===== src/rtl/chk_fifo.sv =====
// Expected-event FIFO: push visible at the head one cycle later, head read combinationally.
// Push while full and pop while empty are dropped; clr_i empties it synchronously.
module chk_fifo #(
  parameter int DEPTH = 16,
  parameter int W     = 39
) (
  input  logic                   clk_i,
  input  logic                   rst_i,
  input  logic                   clr_i,
  input  logic                   push_i,
  input  logic                   pop_i,
  input  logic [W-1:0]           wdat_i,
  output logic [W-1:0]           rdat_o,
  output logic                   full_o,
  output logic                   empty_o,
  output logic [$clog2(DEPTH):0] cnt_o
);

  localparam int AW = $clog2(DEPTH);

  logic [W-1:0]  mem_q [DEPTH];
  logic [AW-1:0] wr_q, rd_q;
  logic [AW:0]   cnt_q;
  logic          do_push, do_pop;

  assign full_o  = (cnt_q == (AW+1)'(DEPTH));
  assign empty_o = (cnt_q == '0);
  assign cnt_o   = cnt_q;
  assign rdat_o  = mem_q[rd_q];
  assign do_push = push_i & ~full_o;
  assign do_pop  = pop_i & ~empty_o;

  always_ff @(posedge clk_i or posedge rst_i) begin
    if (rst_i) begin
      wr_q  <= '0;
      rd_q  <= '0;
      cnt_q <= '0;
    end else if (clr_i) begin
      wr_q  <= '0;
      rd_q  <= '0;
      cnt_q <= '0;
    end else begin
      if (do_push) wr_q <= wr_q + AW'(1);
      if (do_pop)  rd_q <= rd_q + AW'(1);
      cnt_q <= cnt_q + (AW+1)'(do_push) - (AW+1)'(do_pop);
    end
  end

  // Storage needs no reset: occupancy alone decides what is valid.
  always_ff @(posedge clk_i) begin
    if (do_push) mem_q[wr_q] <= wdat_i;
  end

endmodule


===== config.mk =====
export PLATFORM = sky130hd
export DESIGN_NAME = chk_fifo
export DESIGN_NICKNAME = d
export VERILOG_FILES = /design/src/rtl/chk_fifo.sv
export SDC_FILE = /design/constraint.sdc
export NUM_CORES = 1
export LEC_CHECK = 0
export CORE_MARGIN = 2
export CORE_UTILIZATION = 25
export DETAILED_ROUTE_END_ITERATION = 8
export GPL_ROUTABILITY_DRIVEN = 0
export PLACE_DENSITY = 0.42
export SETUP_SLACK_MARGIN = 0.5
export SLEW_MARGIN = 10
export SYNTH_ARGS = -nofsm -noshare
export SYNTH_HDL_FRONTEND = slang
export SYNTH_SLANG_ARGS = --single-unit
export TNS_END_PERCENT = 50

===== constraint.sdc =====
create_clock -name clk_i -period 9.37 [get_ports clk_i]
set_clock_uncertainty 0.05 [all_clocks]
set_input_delay 1.4055 -clock clk_i [delete_from_list [all_inputs] [get_ports clk_i]]
set_output_delay 1.4055 -clock clk_i [all_outputs]
set_load 0.005 [all_outputs]

==> impl_metrics.ini <==
[routing]
ant_nets = 0
wire_per_inst_um = 23.55
drtIter0Drc = 806
drtPass1Iterations = 4
drcViolationCount = 0
avgViaCountPerCell = 4.448
vias = 11980
drt-total-wl_um = 63440

[placement]
dp_cells = 2569
dp_hpwl_um = 33140
io_buffers = 89
dpl-instance-area_sq_mm = 0.02710
place_ws_ns = 4.490

[sta]
slew_headroom = 0.1897
rsz0062_at_grt = no
hold_viol = 0
whs_ns = 0.5534
setup_viol = 0
finalCriticalPeriod_ns = 5.433
tightest_slew_ns = 1.213
fmax_mhz = 184.1
finalWorstSetupSlack_ns = 3.937
fin_tns_setup_ns = 0
slew_viol_final = 0
period_share = 0.5798

[final_layout]
drive_gt1_frac = 0.1635
antenna_cells = 0
final_cell_mix = edfxtp_1, mux2i_1, a22oi_1, clkdlybuf4s50_1, mux4_2
syn2layout_area_growth_pct = 19.12
final_cell_count_no_fill = 2694
num-nets-final = 1410
fin_area_sq_mm = 0.02932
final_common_cell = edfxtp_1
utilization = 0.2992

[logic_synthesis]
ys_warn_count = 0
netlist_area_sq_mm = 0.02461
ys_seq_elements = 637
syn_inst = 1232
syn-num-nets = 1288
syn_avg_cell_area_sq_um = 19.98
synth-seq-area-share = 0.7745
ys_types = 33

[cts]
cts.hold.buffers_added = 0
cts_tree = yes
clk_latency_ns = 0.62
clk_pin_slew_ns = 0.06
root_buffer = clkbuf_16
cts_sinks = 637
post_cts_buffers = 0
ctsResizeCount = 0
numCtsBuffers = 70
htree_levels = 3
clockBufferDepth = 3

[die]
die_area_sq_mm = 0.1010
die_y_um = 317.8
initial_core_util = 0.2512
io_pins = 90
die_w_um = 317.8
fp-row-count = 115
fp.coreArea_sq_mm = 0.09799

[hold_path]
holdPathEnd = wr_q[1]
min_path_cells = 2
hp-class = reg -> reg
hold_path.startpoint = wr_q[1]

[worst_setup_path]
cp.arrival_ns = 3.98
reg2reg_to = mem_q[6][11]
r2r-start = cnt_o[2]
worstPathRequired_ns = 7.91
cp-end-kind = output port
worstSetupPathType = reg -> out
r2r_slack_ns = 6.07
reg2reg_depth = 7
start_kind = flop
crit_fanout = 128

[flow_run]
maxCapViolCount = 0

[grt]
grt_pass1_wl_um = 91960
grt_max_degree = 129
track_usage = 0.1257
grt-ovfl-total = 0
grt_pass1_vias = 12840
antenna_found_initial = 2

[status]
status = completed

[power]
vdd_ir_drop_max_mv = 0.1499
power.total_mw = 7.467
leakage_nw = 9.159
pwr_density_cell_mw_per_mm2 = 254.7
==> logic make-up after synthesis <==
group	synth area share
xor+xnor	0.002847
simple gates	0.02526
fa+ha+maj	0.006405
buf+inv	0.01906
flops	0.7745
mux	0.1348
compound gates	0.03711
==> power breakdown <==
group	internal [mW]	switching, mW
logic	0.715	0.758
registers	3.24	0.0748
clock network	1.55	1.13
==> worst max-delay path by stage <==
stage                  from     endpoint  slack [ns]  depth (start not counted)
global placement    rd_q[0]   rdat_o[28]        4.42                          5
floorplan            push_i  mem_q[0][0]        4.30                          4
finish              rd_q[0]   rdat_o[23]        3.94                          5
global route        rd_q[0]   rdat_o[28]        3.58                          5
detailed placement  rd_q[0]   rdat_o[28]        4.49                          5
CTS                 rd_q[0]   rdat_o[28]        3.79                          5
==> Yosys cell counts <==
library cell    n  area share
clkbuf_1       26      0.0040
a21oi_1         4     0.00081
xor2_1          6      0.0021
and2b_1         1     0.00031
buf_4          13      0.0040
inv_1          13      0.0020
nand4bb_1       1     0.00046
nor3_1          5      0.0010
mux2i_1       156       0.063
o21bai_1        1     0.00031
nand2b_1        2     0.00051
inv_2           1     0.00015
dfrtp_1        13       0.013
xnor2_1         2     0.00071
mux4_2         78       0.071
nor2_1         22      0.0034
ha_1           11      0.0056
and2_1          2     0.00051
nor2b_1         6      0.0015
nand4_1         1     0.00025
a22oi_1       117       0.036
buf_1           3     0.00046
nor3b_1         1     0.00031
edfxtp_1      624        0.76
fa_1            1     0.00081
nand3_1        44      0.0089
buf_2          15      0.0030
nor2_2          1     0.00025
a21o_1          1     0.00031
buf_6          12      0.0055
or4b_1          1     0.00041
and3_1          1     0.00025
nand2_1        47      0.0072
==> worst max-delay path, cell delays in order, from the launching register on <==
cell and delay, ns:
dfrtp_4 0.97, buf_12 0.75, mux4_2 0.60, a22oi_1 0.19
nand2_1 0.13, clkdlybuf4s50_1 0.47
==> final cells by class <==
class                   count  area [sq um]
repair buffers            119          1129
well taps                1287          1610
inverters                  14         52.55
multi-input cells         512          5235
clock buffers              85          1808
fillers                  9479         68670
clock inverters            40         415.4
flip-flops and latches    637         19070
==> per-layer routing <==
layer  wire [um]  global-route usage  share of wire  vias to the layer above
met5          23                   0        0.00036                        -
met4        1175             0.03630          0.019                        4
met3        2422             0.02248          0.038                       75
met2       31780              0.2155           0.50                      225
met1       28040              0.1625           0.44                     6401
li1            -                   -              -                     5277
==> state kept, by name, indices dropped and copies added (netlist names) <==
register  flops
cnt_o         5
mem_q       624
rd_q          4
wr_q          4
Power figures use the tool's default switching activity.
